File: config.mk
export PLATFORM = sky130hd
export DESIGN_NAME = dot_accum_flat
export DESIGN_NICKNAME = d
export VERILOG_FILES = /design/src/rtl/dot_accum_if.sv /design/src/rtl/dot_accum.sv /design/src/flat_wrapper.sv
export SDC_FILE = /design/constraint.sdc
export NUM_CORES = 1
export LEC_CHECK = 0
export CAP_MARGIN = 20
export CORE_MARGIN = 5
export CORE_UTILIZATION = 50
export DETAILED_ROUTE_END_ITERATION = 6
export PLACE_DENSITY = 0.8
export SLEW_MARGIN = 20
export SYNTH_ARGS = -nofsm -noshare
export SYNTH_HDL_FRONTEND = slang
export SYNTH_SLANG_ARGS = --single-unit
File: constraint.sdc
create_clock -name clk -period 11.5 [get_ports clk]
set_input_delay 2.3 -clock clk [delete_from_list [all_inputs] [get_ports clk]]
set_output_delay 2.3 -clock clk [all_outputs]
set_load 0.01 [all_outputs]
File: src/rtl/dot_accum_if.sv
// Command/product bus into dot_accum and its accumulator/status outputs.
interface dot_accum_if #(
  parameter int LANES      = 8,
  parameter int DATA_WIDTH = 32
) ();
  logic                        stall;
  logic [1:0]                  dot_ctrl;
  logic [LANES*DATA_WIDTH-1:0] prod_in;
  logic [DATA_WIDTH-1:0]       dot_out;
  logic                        dot_valid;
  logic                        busy;
  logic                        sat_flag;

  modport master (
    output stall, dot_ctrl, prod_in,
    input  dot_out, dot_valid, busy, sat_flag
  );

  modport slave (
    input  stall, dot_ctrl, prod_in,
    output dot_out, dot_valid, busy, sat_flag
  );
endinterface

File: src/rtl/dot_accum.sv
// Pipelined adder-tree dot-product accumulator: log2(LANES)+1 cycle latency, stall freezes every stage.
// Define DOT_ACCUM_SAT_EN for saturating adders and a sticky sat_flag; default build wraps.
module dot_accum #(
  parameter int LANES      = 8,
  parameter int DATA_WIDTH = 32
) (
  input  logic        clk,
  input  logic        rst,
  dot_accum_if.slave  bus
);
  localparam int STAGES = $clog2(LANES);
  localparam int NODES  = 2 * LANES;

  typedef logic [DATA_WIDTH-1:0] dat_t;

`ifdef DOT_ACCUM_SAT_EN
  localparam dat_t MAX_VAL = {1'b0, {(DATA_WIDTH-1){1'b1}}};
  localparam dat_t MIN_VAL = {1'b1, {(DATA_WIDTH-1){1'b0}}};

  function automatic logic ovf_fn(input dat_t a, input dat_t b);
    dat_t s;
    s = a + b;
    return (a[DATA_WIDTH-1] == b[DATA_WIDTH-1]) && (s[DATA_WIDTH-1] != a[DATA_WIDTH-1]);
  endfunction
`endif

  function automatic dat_t add_fn(input dat_t a, input dat_t b);
    dat_t s;
    s = a + b;
`ifdef DOT_ACCUM_SAT_EN
    if (ovf_fn(a, b)) s = a[DATA_WIDTH-1] ? MIN_VAL : MAX_VAL;
`endif
    return s;
  endfunction

  // Heap-ordered tree: node n sums children 2n and 2n+1; nodes LANES.. are the raw lanes.
  dat_t       tree_q [1:LANES-1];
  dat_t       tree_d [1:LANES-1];
  dat_t       node   [1:NODES-1];
  logic [1:0] ctrl_q [STAGES];
  dat_t       acc_q;
  logic       vld_q;
  logic       busy_c;

  always_comb begin
    for (int n = 1; n < LANES; n++) node[n] = tree_q[n];
    for (int i = 0; i < LANES; i++) node[LANES+i] = bus.prod_in[i*DATA_WIDTH +: DATA_WIDTH];
  end

  always_comb begin
    for (int n = 1; n < LANES; n++) tree_d[n] = add_fn(node[2*n], node[2*n+1]);
  end

  always_ff @(posedge clk) begin
    if (rst) begin
      for (int n = 1; n < LANES; n++) tree_q[n] <= '0;
      for (int k = 0; k < STAGES; k++) ctrl_q[k] <= 2'b00;
    end else if (!bus.stall) begin
      for (int n = 1; n < LANES; n++) tree_q[n] <= tree_d[n];
      ctrl_q[0] <= bus.dot_ctrl;
      for (int k = 1; k < STAGES; k++) ctrl_q[k] <= ctrl_q[k-1];
    end
  end

  // Accumulate stage consumes the root sum alongside the last ctrl register.
  always_ff @(posedge clk) begin
    if (rst) begin
      acc_q <= '0;
      vld_q <= 1'b0;
    end else if (bus.stall) begin
      vld_q <= 1'b0;
    end else begin
      vld_q <= (ctrl_q[STAGES-1] != 2'b00);
      case (ctrl_q[STAGES-1])
        2'b01:   acc_q <= tree_q[1];
        2'b10:   acc_q <= add_fn(acc_q, tree_q[1]);
        2'b11:   acc_q <= '0;
        default: acc_q <= acc_q;
      endcase
    end
  end

  always_comb begin
    busy_c = 1'b0;
    for (int k = 0; k < STAGES; k++) busy_c = busy_c | (ctrl_q[k] != 2'b00);
  end

`ifdef DOT_ACCUM_SAT_EN
  // Saturation events ride down the tree with their data and only count when a command commits.
  logic sat_q    [1:LANES-1];
  logic sat_d    [1:LANES-1];
  logic sat_node [1:NODES-1];
  logic sat_flag_q;

  always_comb begin
    for (int n = 1; n < LANES; n++) sat_node[n] = sat_q[n];
    for (int i = 0; i < LANES; i++) sat_node[LANES+i] = 1'b0;
  end

  always_comb begin
    for (int n = 1; n < LANES; n++)
      sat_d[n] = sat_node[2*n] | sat_node[2*n+1] | ovf_fn(node[2*n], node[2*n+1]);
  end

  always_ff @(posedge clk) begin
    if (rst) begin
      for (int n = 1; n < LANES; n++) sat_q[n] <= 1'b0;
      sat_flag_q <= 1'b0;
    end else if (!bus.stall) begin
      for (int n = 1; n < LANES; n++) sat_q[n] <= sat_d[n];
      case (ctrl_q[STAGES-1])
        2'b01:   sat_flag_q <= sat_flag_q | sat_q[1];
        2'b10:   sat_flag_q <= sat_flag_q | sat_q[1] | ovf_fn(acc_q, tree_q[1]);
        2'b11:   sat_flag_q <= 1'b0;
        default: sat_flag_q <= sat_flag_q;
      endcase
    end
  end

  assign bus.sat_flag = sat_flag_q;
`else
  assign bus.sat_flag = 1'b0;
`endif

  assign bus.dot_out   = acc_q;
  assign bus.dot_valid = vld_q;
  assign bus.busy      = busy_c;

endmodule

File: src/flat_wrapper.sv
// flat-port wrapper written by rule: the top's interface ports become plain ports
module dot_accum_flat 
#(
  parameter int LANES      = 8,
  parameter int DATA_WIDTH = 32
)
  (clk, rst, bus_stall, bus_dot_ctrl, bus_prod_in, bus_dot_out, bus_dot_valid, bus_busy, bus_sat_flag);
  dot_accum_if #(.LANES(LANES), .DATA_WIDTH(DATA_WIDTH)) bus_i ();
  input  logic clk;
  input  logic rst;
  input wire logic [$bits(bus_i.stall)-1:0] bus_stall;
  input wire logic [$bits(bus_i.dot_ctrl)-1:0] bus_dot_ctrl;
  input wire logic [$bits(bus_i.prod_in)-1:0] bus_prod_in;
  output wire logic [$bits(bus_i.dot_out)-1:0] bus_dot_out;
  output wire logic [$bits(bus_i.dot_valid)-1:0] bus_dot_valid;
  output wire logic [$bits(bus_i.busy)-1:0] bus_busy;
  output wire logic [$bits(bus_i.sat_flag)-1:0] bus_sat_flag;
  assign bus_i.stall = bus_stall;
  assign bus_i.dot_ctrl = bus_dot_ctrl;
  assign bus_i.prod_in = bus_prod_in;
  assign bus_dot_out = bus_i.dot_out;
  assign bus_dot_valid = bus_i.dot_valid;
  assign bus_busy = bus_i.busy;
  assign bus_sat_flag = bus_i.sat_flag;
  dot_accum #(.LANES(LANES), .DATA_WIDTH(DATA_WIDTH)) u_core (.clk(clk), .rst(rst), .bus(bus_i));
endmodule
==> metrics.yaml, run 1 <==
cts:
  ctsLongestPathBuffers: 3
  clock_sinks: 263
  cts_tree: "done"
  h-tree-depth: 1
  postCtsHoldBufs: 0
  clk_pin_slew_ns: 0.06
  cts-root-buf: "clkbuf_16"
  post_cts_resize_count: 0
  worstSkewPairLatency_ns: 0.54
  cts-buffers-inserted: 29
  postCtsSetupBuffers: 0
floorplan:
  die_height_um: 217
  ios: 296
  fp.dieW_um: 217
  row_count: 76
  initial_core_util_pct: 50.2
  dieArea_sq_um: 47200
  core_area_sq_um: 42800
setup_path:
  cpMostUsedCell: "buf_4"
  cp_cell_sequence: "clkdlybuf4s50_1 -> buf_4 -> or2_4 -> buf_4 -> buf_4 -> nor2_1 -> a31oi_1 -> nand3_1"
  arrival_ns: 5.62
  timing.reg2reg.setup_slack_ns: 8.01
  rr_endpoint: "u_core.tree_q[2][30]"
  cp_slowest_cell: "buf_4"
  crit_end: "u_core.tree_q[4][31]"
  endpoint_kind: "register"
  cp-start-kind: "input port"
  required_ns: 11.79
  path_class: "input port to register"
  max_stage_delay_ns: 0.71
  r2r_start: "u_core.tree_q[5][0]"
  reg2regPathDepth: 11
  cp-startpoint: "bus_stall"
  crit_fanout: 77
synthesis:
  ys_warn_count: 0
  syn-cell-area_sq_um: 21500
  ys_seq_area_share_pct: 35.2
  yosysMostFrequentCell: "nor2_1"
  synth_top_area_share_pct: 32.1
  syn-instance-count: 2311
  synth-async-reset-ratio_pct: 0
  syn_nets: 2828
  synth_cell_types: 88
  syn_area_per_cell_sq_um: 9.30
  synth_top_area_cell: "edfxtp_1"
  ys_dominant_reg_cell: "edfxtp_1"
  synth_common_cells: "nor2_1 (298), ha_1 (248), edfxtp_1 (230), a21oi_1 (212), a21o_1 (149)"
  synth.area.top_cells: "edfxtp_1 (32%), ha_1 (14%), a21o_1 (5.2%)"
  synth_edf_count: 230
  synth-seq-cells: 263
placement:
  placed_cell_area_sq_um: 24900
  dp_hpwl_mm: 46.7
  portBuffers: 294
  place_congestion: 0.920
power:
  combPwrFrac_pct: 35.4
  power_switching_w: 0.00106
  seqPwrFrac_pct: 38.1
  power.density_nw_per_um2: 124
  clockPowerShare_pct: 26.5
  internal_power_w: 0.00215
  swShare_pct: 33.0
  power.leakage_nw: 11.1
  ir_worst_vdd_v: 0.000126
cells_and_area:
  layout.nets: 3090
  fin_area_sq_um: 25800
  seqCellArea_sq_um: 7570
  fill_cells: 3629
  multi_input_area_sq_um: 13500
  area_delta_synth_final_pct: 20.0
  insertedDiodeCount: 0
  drive_above_1_share_pct: 3.51
routing:
  routedWlPerCell_um: 18.6
  vias_per_cell: 5.86
  post-route-drc-count: 0
  drt_pre_antenna_iters: 6
  drtIter0Drc: 1290
  drt_wl_total_mm: 58.3
  ant_nets: 0
  dr_total_vias: 18400
sta:
  setup_viol: 0
  rsz0062_at_grt: "false"
  slew_viol_final: 0
  clock_skew_ns: 0.00947
  hold_viol: 0
  fmax_mhz: 188
  tns_ns: 0
  fin_crit_ns: 5.33
  fin_crit_sh_pct: 46.3
  worst_pin_slew_ns: 0.862
  relSlewSlack_pct: 42.5
global_route:
  grt_antenna_before_repair: 0
  first_global_vias: 18100
  grt.total_usage_pct: 23.5
  grt-ovfl-total: 0
  grt_pass1_wl_mm: 92.5
  grt_start_max_net_pins: 167
flow_run:
  drv_cap: 0
run_status:
  status: "complete, no violations"
min_path:
  hp-start: "u_core.bus.dot_out[12]"
  worstHoldPathCells: 2
  hold_class: "register to register"
registers in the layout, indices dropped and copies added, names as in the netlist:
register	cells
u_core.bus.dot_out	32
u_core.tree_q	224
u_core.ctrl_q	6
u_core.bus.dot_valid	1
kinds of logic after synthesis:
family	after synthesis	synth area share (%)
AO/OA/AOI/OAI	742	23.2
AND/OR/NAND/NOR	713	15.4
flip-flops	263	35.2
adder cells (fa/ha/maj)	256	15.2
XOR/XNOR	197	8.03
buffers and inverters	123	2.21
multiplexers	16	0.751
other	1	0.0175
final cells by class:
type                    instances  share of cell area (%)
clock buffers                  44                    3.15
well taps                     546                    2.65
clock inverters                 9                   0.204
inverters                      50                   0.728
repair buffers                304                    11.7
flip-flops and latches        263                    29.3
multi-input cells            1925                    52.2
stage by stage:
stage	utilization (%)	hold WS, ns	worst slack [ns]	std cells	power (W)
floorplan	-	0.525	2.28	2311	0.00201
global placement	58.3	0.496	5.70	3088	0.00234
detailed placement	58.3	0.502	5.65	3088	0.00236
CTS	60.3	0.514	6.22	3141	0.00322
global route	60.3	0.528	5.98	3141	0.00339
finish	60.3	0.509	6.17	3141	0.00321
power by group through the flow:
stage | registers (W) | clock network [W] | logic [W]
floorplan | 0.00123 | 0 | 0.000788
global placement | 0.00124 | 0 | 0.00110
detailed placement | 0.00124 | 0 | 0.00112
CTS | 0.00122 | 0.000868 | 0.00113
global route | 0.00123 | 0.000907 | 0.00125
finish | 0.00122 | 0.000848 | 0.00114
worst max-delay path, delay by kind of cell:
family	cells	cell delay (ns)
compound gates	1	0.21
buf+inv	4	2.23
simple gates	3	0.78
worst min path at each step:
stage | end | slack, ns
6_report | u_core.bus.dot_out[12] | 0.51
2_1_floorplan | u_core.ctrl_q[0][3] | 0.52
3_3_place_gp | u_core.bus.dot_out[20] | 0.50
5_1_grt | u_core.bus.dot_out[12] | 0.53
3_5_place_dp | u_core.bus.dot_out[12] | 0.50
4_1_cts | u_core.bus.dot_out[12] | 0.51
routing by layer:
metal | GRT usage [%] | part of all wire, % | vias to the layer above
met5 | 0 | 0 | -
met4 | 4.82 | 1.9 | 0
met3 | 2.32 | 4.7 | 75
met2 | 41.2 | 48 | 526
met1 | 32.0 | 45 | 8647
li1 | - | - | 9163
cells in the final DEF (no fill, tap or decap), types with 9 or more instances in the layout:
master           instances
nor2_1                 297
clkdlybuf4s50_1        293
ha_1                   248
edfxtp_1               230
a21oi_1                212
a21o_1                 149
nand2_1                128
xnor2_1                116
o21ai_0                106
xor2_1                  81
nor3_1                  59
inv_1                   49
o21bai_1                44
nand3_1                 41
and2_1                  36
a211oi_1                35
and3_1                  34
dfxtp_1                 33
clkbuf_16               29
o21a_1                  26
a31oi_1                 26
a221oi_1                25
nand4_1                 23
nand2b_1                22
or3_1                   19
nor2b_1                 18
mux2i_1                 15
o211ai_1                12
clkbuf_1                12
o31ai_1                 11
a41oi_1                  9
buf_4                    9
Power figures use the tool's default switching activity.
==> run 2: changes to the inputs <==
--- a/config.mk
+++ b/config.mk
@@ -9,7 +9,7 @@
 export CORE_MARGIN = 5
 export CORE_UTILIZATION = 50
 export DETAILED_ROUTE_END_ITERATION = 6
-export PLACE_DENSITY = 0.8
+export PLACE_DENSITY = 0.83
 export SLEW_MARGIN = 20
 export SYNTH_ARGS = -nofsm -noshare
 export SYNTH_HDL_FRONTEND = slang
==> constraint.sdc (replaced) <==
create_clock -name clk -period 4.32 [get_ports clk]
set_input_delay 0.864 -clock clk [delete_from_list [all_inputs] [get_ports clk]]
set_output_delay 0.864 -clock clk [all_outputs]
set_load 0.01 [all_outputs]
==> run 2 against run 1 <==
Net effect:
- first-iteration DRC count rose by 14%
- final area is 1.1% higher
- sequential share of layout area down 0.32 points
- sequential power grew to 2.7 times the previous value
- combinational power rose to 2.7 times the previous value
- routed wire length rose by 1.2%
- global-route usage up 0.67 points
- register-to-register slack worse by 7.2 ns
- critical path type unchanged
- largest cell class unchanged
==> metrics.yaml, run 2 (synthesis gave the netlist of run 1 again) <==
run_status:
  status: "complete, no violations"
setup_path:
  critical_path_buf_inv_count: 1  # -3
  reg2regPathDepth: 11  # unchanged
  crit_fanout: 4  # -95%
  max_stage_delay_ns: 0.42  # -0.29 ns
  crit_cells: 12  # +4
  required_ns: 4.62  # -7.17 ns
  endpoint_kind: "register"
  crit_family: "compound AO/OA/AOI/OAI gates"
  r2r_start: "u_core.tree_q[2][0]"
  cp_cell_sequence: "clkdlybuf4s50_1 -> ha_1 -> fa_1 -> a21o_1 -> a21oi_1 -> o21ba_2 -> o211ai_1 -> a41oi_2 -> o21ai_1 -> a41oi_1 -> o21ai_0 -> mux2_2"
  cp_slowest_cell: "clkdlybuf4s50_1"
  arrival_ns: 3.90  # -1.72 ns
  rr_endpoint: "u_core.tree_q[1][30]"
  cp-start-kind: "input port"
  path_class: "input port to register"
  timing.reg2reg.setup_slack_ns: 0.80  # -7.21 ns
floorplan:
  dieArea_sq_um: 47200  # unchanged
  die_height_um: 217  # unchanged
  fp.dieW_um: 217  # unchanged
  row_count: 76  # unchanged
  core_area_sq_um: 42800  # unchanged
  ios: 296  # unchanged
  initial_core_util_pct: 50.2  # unchanged
cells_and_area:
  final_common_cell: "nor2_1"
  insertedDiodeCount: 0  # unchanged
  largest_reg_flops: 224  # unchanged
  fill_cells: 3528  # -2.8%
  drive_above_1_share_pct: 4.23  # +0.72 points
  layout.nets: 3101  # +0.36%
  area_delta_synth_final_pct: 21.4
  regMostFlops: "u_core.tree_q"
  layout_common_cells: "nor2_1 (297), clkdlybuf4s50_1 (293), ha_1 (248), edfxtp_1 (230), a21oi_1 (212)"
routing:
  dr_total_vias: 18700  # +1.3%
  post-route-drc-count: 0  # unchanged
  ant_nets: 0  # unchanged
  drtIter0Drc: 1474  # +14%
  drt_pre_antenna_iters: 5  # -1
  vias_per_cell: 5.92  # +1.1%
  routedWlPerCell_um: 18.7  # +0.99%
  drt_wl_total_mm: 59.0  # +1.2%
global_route:
  first_global_vias: 18600  # +3.1%
  globalRouteMet3Util_pct: 2.55  # +0.22 points
  grt.busiest_layer: "met2"
  grt-ovfl-total: 0  # unchanged
  use_met1_pct: 33.5  # +1.5 points
  grt_use_met2_pct: 41.3  # +0.14 points
  grt_pass1_wl_mm: 95.7  # +3.5%
  grt_antenna_before_repair: 0  # unchanged
  grt.total_usage_pct: 24.2  # +0.67 points
  grt_start_max_net_pins: 90  # -46%
cts:
  cts-root-buf: "clkbuf_16"
  h-tree-depth: 1  # unchanged
  clock_sinks: 263  # unchanged
  cts_tree: "done"
  worstSkewPairLatency_ns: 0.55  # about the same
  postCtsHoldBufs: 0  # unchanged
  postCtsSetupBuffers: 0  # unchanged
  post_cts_resize_count: 0  # unchanged
  ctsLongestPathBuffers: 3  # unchanged
  cts-buffers-inserted: 29  # unchanged
  clk_pin_slew_ns: 0.06  # about the same
min_path:
  worstHoldPathCells: 2  # unchanged
  whs_endpoint: "u_core.bus.dot_out[24]"
  hold_class: "register to register"
  hp-start: "u_core.bus.dot_out[24]"
sta:
  slew_viol_final: 0  # unchanged
  setup_viol: 0  # unchanged
  fin_crit_sh_pct: 83.4
  relSlewSlack_pct: 53.1  # +11 points
  fmax_mhz: 278
  tns_ns: 0  # unchanged
  hold_viol: 0  # unchanged
  rsz0062_at_grt: "false"
  worst_pin_slew_ns: 0.700  # -0.162 ns
  clock_skew_ns: 0.00941  # -0.0000631 ns
  fin_crit_ns: 3.60
flow_run:
  drv_cap: 0  # unchanged
placement:
  place_congestion: 0.931  # +1.2%
  dp_hpwl_mm: 46.9  # +0.42%
  portBuffers: 294  # unchanged
power:
  power.density_nw_per_um2: 341  # +170%
  total_power_w: 0.00890  # +180%
  ir_worst_vdd_v: 0.000319  # +150%
  power.leakage_nw: 11.3  # +1.4%
[run 2: cell types whose count changed in the layout (fill, tap and decap cells not counted)]
cell | before | now
bufinv_16 | 0 | 6
buf_12 | 1 | 6
clkinv_4 | 1 | 4
inv_6 | 0 | 2
clkbuf_1 | 12 | 1
clkinvlp_4 | 3 | 2
clkinv_2 | 2 | 3
clkbuf_8 | 3 | 0
buf_4 | 9 | 15
[run 2: final cells by class]
class | instances | area [sq um] | share of cell area (%)
Clock buffer | 30 | 729 | 2.80
Clock inverter | 20 | 274 | 1.05
Multi-Input combinational cell | 1925 | 13500 | 51.6
Inverter | 50 | 188 | 0.720
Tap cell | 546 | 683 | 2.62
Sequential cell | 263 | 7570 | 29.0
Timing Repair Buffer | 315 | 3170 | 12.2
[run 2: where the power goes]
part	total, W	switching (W)	internal, W
combinational	0.00303	0.00167	0.00135
sequential	0.00326	0.000169	0.00309
clock	0.00261	0.00102	0.00159
[run 2: through the flow]
step                      cell area (sq um)  utilization, %  std cells  hold WS, ns  setup slack, ns
after detailed placement              25100            58.6       3099        0.506            0.196
after global placement                25100            58.6       3099        0.492            0.256
final                                 26100            60.9       3149        0.517            0.717
after CTS                             26100            60.9       3149        0.517            0.750
after floorplan                       21500               -       2311        0.525            0.562
after global routing                  26100            60.9       3149        0.528            0.534
[run 2: metal layers]
layer | vias up | wire [um] | share of wire, %
li1 | 9176 | - | -
met1 | 8805 | 26600 | 45
met2 | 580 | 28200 | 48
met3 | 92 | 2970 | 5.0
met4 | 0 | 1240 | 2.1
met5 | - | 0 | 0
[run 2: worst max-delay path by stage]
| stage | startpoint | endpoint | slack (ns) |
|---|---|---|---|
| 3_5_place_dp | bus_prod_in[64] | u_core.tree_q[5][30] | 0.20 |
| 6_report | bus_prod_in[64] | u_core.tree_q[5][30] | 0.72 |
| 4_1_cts | bus_prod_in[64] | u_core.tree_q[5][30] | 0.75 |
| 5_1_grt | bus_prod_in[0] | u_core.tree_q[4][30] | 0.53 |
| 3_3_place_gp | bus_prod_in[64] | u_core.tree_q[5][30] | 0.26 |
| 2_1_floorplan | rst | u_core.ctrl_q[0][0] | 0.56 |
[run 2: tightest hold or removal path: stages, from the launching register on]
cell and delay (ns):
dfxtp_1 0.33, nor2_1 0.10, nor3_1 0.05
==> run 3: changes to the inputs <==
--- a/config.mk
+++ b/config.mk
@@ -9,7 +9,7 @@
 export CORE_MARGIN = 5
 export CORE_UTILIZATION = 50
 export DETAILED_ROUTE_END_ITERATION = 6
-export PLACE_DENSITY = 0.83
+export PLACE_DENSITY = 0.8
 export SLEW_MARGIN = 20
 export SYNTH_ARGS = -nofsm -noshare
 export SYNTH_HDL_FRONTEND = slang
==> constraint.sdc (replaced) <==
create_clock -name clk -period 3.5 [get_ports clk]
set_input_delay 0.7 -clock clk [delete_from_list [all_inputs] [get_ports clk]]
set_output_delay 0.7 -clock clk [all_outputs]
set_load 0.01 [all_outputs]
==> run 3 against run 2 <==
Net effect:
- global-route usage is 0.19 points lower
- sequential share of layout area is 0.95 points lower
- first-iteration DRC count is 10% lower
- final area is 3.4% higher
- via count is 2.0% higher
- clock power is 16% higher
- utilization is 2.1 points higher
- hold slack worse by 0.0042 ns
- critical path depth is 1 lower
==> metrics.yaml, run 3 (synthesis gave the netlist of run 1 again) <==
setup_path:
  max_stage_delay_ns: 0.46  # +0.04 ns
  arrival_ns: 3.75  # -0.15 ns
  critical_path_buf_inv_count: 0  # -1
  path_class: "register to register"
  endpoint_kind: "register"
  timing.reg2reg.setup_slack_ns: 0.12  # -0.68 ns
  cp-start-kind: "register"
  reg2regPathDepth: 11  # unchanged
  cp-startpoint: "u_core.tree_q[7][0]"
  crit_fanout: 4  # unchanged
  required_ns: 3.87  # -0.75 ns
  crit_cells: 11  # -1
  cp_slowest_cell: "a311oi_4"
  cp_cell_sequence: "ha_1 -> fa_2 -> a21o_1 -> a21oi_2 -> o21bai_2 -> a2111oi_4 -> o31ai_4 -> a311oi_4 -> o41ai_4 -> a311oi_2 -> mux2i_1"
  r2r_start: "u_core.tree_q[7][0]"
  rr_endpoint: "u_core.tree_q[3][30]"
  crit_family: "compound AO/OA/AOI/OAI gates"
sta:
  fin_ws_ns: 0.118  # -0.599 ns
  hold_viol: 0  # unchanged
  setup_viol: 0  # unchanged
  clock_skew_ns: 0.0130  # +0.00355 ns
  relSlewSlack_pct: 51.1  # -2.0 points
  slew_viol_final: 0  # unchanged
  worst_pin_slew_ns: 0.731  # +0.0307 ns
  fin_crit_sh_pct: 96.6
  tns_ns: 0  # unchanged
  fmax_mhz: 296
  fin_crit_ns: 3.38
cts:
  clock_sinks: 263  # unchanged
  cts_tree: "done"
  postCtsHoldBufs: 0  # unchanged
  ctsLongestPathBuffers: 3  # unchanged
  clk_pin_slew_ns: 0.06  # about the same
  cts-root-buf: "clkbuf_16"
  cts-buffers-inserted: 29  # unchanged
  h-tree-depth: 1  # unchanged
  worstSkewPairLatency_ns: 0.54  # about the same
floorplan:
  die_height_um: 217  # unchanged
  initial_core_util_pct: 50.2  # unchanged
  fp.dieW_um: 217  # unchanged
  dieArea_sq_um: 47200  # unchanged
  core_area_sq_um: 42800  # unchanged
  row_count: 76  # unchanged
  ios: 296  # unchanged
global_route:
  grt-ovfl-total: 0  # unchanged
  grt_antenna_before_repair: 1  # +1
  first_global_vias: 19000  # +2.0%
  grt_pass1_wl_mm: 95.3  # -0.48%
  grt_start_max_net_pins: 113  # +26%
  grt.total_usage_pct: 24.0  # -0.19 points
cells_and_area:
  layout_common_cells: "nor2_1 (297), clkdlybuf4s50_1 (293), ha_1 (248), edfxtp_1 (230), a21oi_1 (211)"
  area_delta_synth_final_pct: 25.5
  fin_area_sq_um: 27000  # +3.4%
  insertedDiodeCount: 0  # unchanged
  multi_input_area_sq_um: 13500  # +0.20%
  fill_cells: 3519  # -0.26%
  regMostFlops: "u_core.tree_q"
  largest_reg_flops: 224  # unchanged
  layout.nets: 3222  # +3.9%
  fin_util_pct: 63.0  # +2.1 points
  seqCellArea_sq_um: 7570  # unchanged
  drive_above_1_share_pct: 8.62  # +4.4 points
  final_common_cell: "nor2_1"
placement:
  portBuffers: 294  # unchanged
  placed_cell_area_sq_um: 25900  # +3.4%
  dp_hpwl_mm: 47.7  # +1.7%
  place_ws_ns: -0.437  # -0.633 ns
  place_congestion: 0.915  # -1.8%
routing:
  ant_nets: 0  # unchanged
  routedWlPerCell_um: 18.0  # -4.0%
  drtIter0Drc: 1323  # -10%
  drt_pre_antenna_iters: 5  # unchanged
  met3RoutedLength_mm: 3.00  # +0.94%
  met2_length_mm: 28.2  # about the same
  vias_per_cell: 5.82  # -1.8%
  wl_met1_mm: 26.3  # -1.3%
  post-route-drc-count: 0  # unchanged
  drt_wl_total_mm: 58.9  # -0.27%
  dr_total_vias: 19000  # +2.0%
  dr.max_layer_used: "met5"
power:
  total_power_w: 0.0110  # +24%
  ir_worst_vdd_v: 0.000362  # +14%
  power.leakage_nw: 11.8  # +5.0%
  power.density_nw_per_um2: 408  # +19%
min_path:
  hp-start: "u_core.bus.dot_out[28]"
  hold_class: "register to register"
  worstHoldPathCells: 2  # unchanged
  whs_endpoint: "u_core.bus.dot_out[28]"
run_status:
  status: "complete, no violations"
flow_run:
  drv_cap: 0  # unchanged
-- run 3: power by group --
group | leakage, nW | total (W) | internal, W | switching [W]
clock | 0.468 | 0.00304 | 0.00180 | 0.00124
sequential | 2.78 | 0.00401 | 0.00382 | 0.000189
combinational | 8.58 | 0.00395 | 0.00183 | 0.00212
total | 11.8 | 0.0110 | 0.00744 | 0.00355
-- run 3: per-layer routing --
metal | up-vias | track usage (%)
li1 | 9424 | -
met4 | 2 | 5.75
met5 | - | 0
met1 | 8919 | 32.6
met2 | 586 | 41.5
met3 | 104 | 2.66
-- run 3: how the worst max path moves through the flow --
stage | slack [ns] | end
5_1_grt | -0.02 | u_core.tree_q[3][30]
2_1_floorplan | 0.02 | u_core.ctrl_q[0][0]
3_3_place_gp | -0.35 | u_core.tree_q[4][26]
4_1_cts | 0.12 | u_core.tree_q[5][30]
6_report | 0.12 | u_core.tree_q[3][30]
3_5_place_dp | -0.44 | u_core.tree_q[5][30]
-- run 3: timing repair --
item / in CTS / in global routing
buffers inserted: 0 / 5
setup endpoints to repair: 0 / 5
resized for setup: 0 / 5
-- run 3: final cells by class --
class	instances	share of cell area (%)
inverters	50	0.696
well taps	546	2.53
repair buffers	436	15.1
clock buffers	37	3.04
multi-input cells	1925	50.0
clock inverters	16	0.538
flip-flops and latches	263	28.1
-- run 3: worst min-delay path: cells and delay by family (launching register included) --
| kind | cells | cell delay (ns) |
|---|---|---|
| AND/OR/NAND/NOR | 2 | 0.15 |
| flip-flops | 1 | 0.32 |
-- run 3: stage by stage --
| step | hold WS [ns] | cells |
|---|---|---|
| final | 0.513 | 3273 |
| after global routing | 0.524 | 3273 |
| after CTS | 0.513 | 3268 |
| after detailed placement | 0.499 | 3215 |
| after global placement | 0.495 | 3215 |
| after floorplan | 0.525 | 2311 |
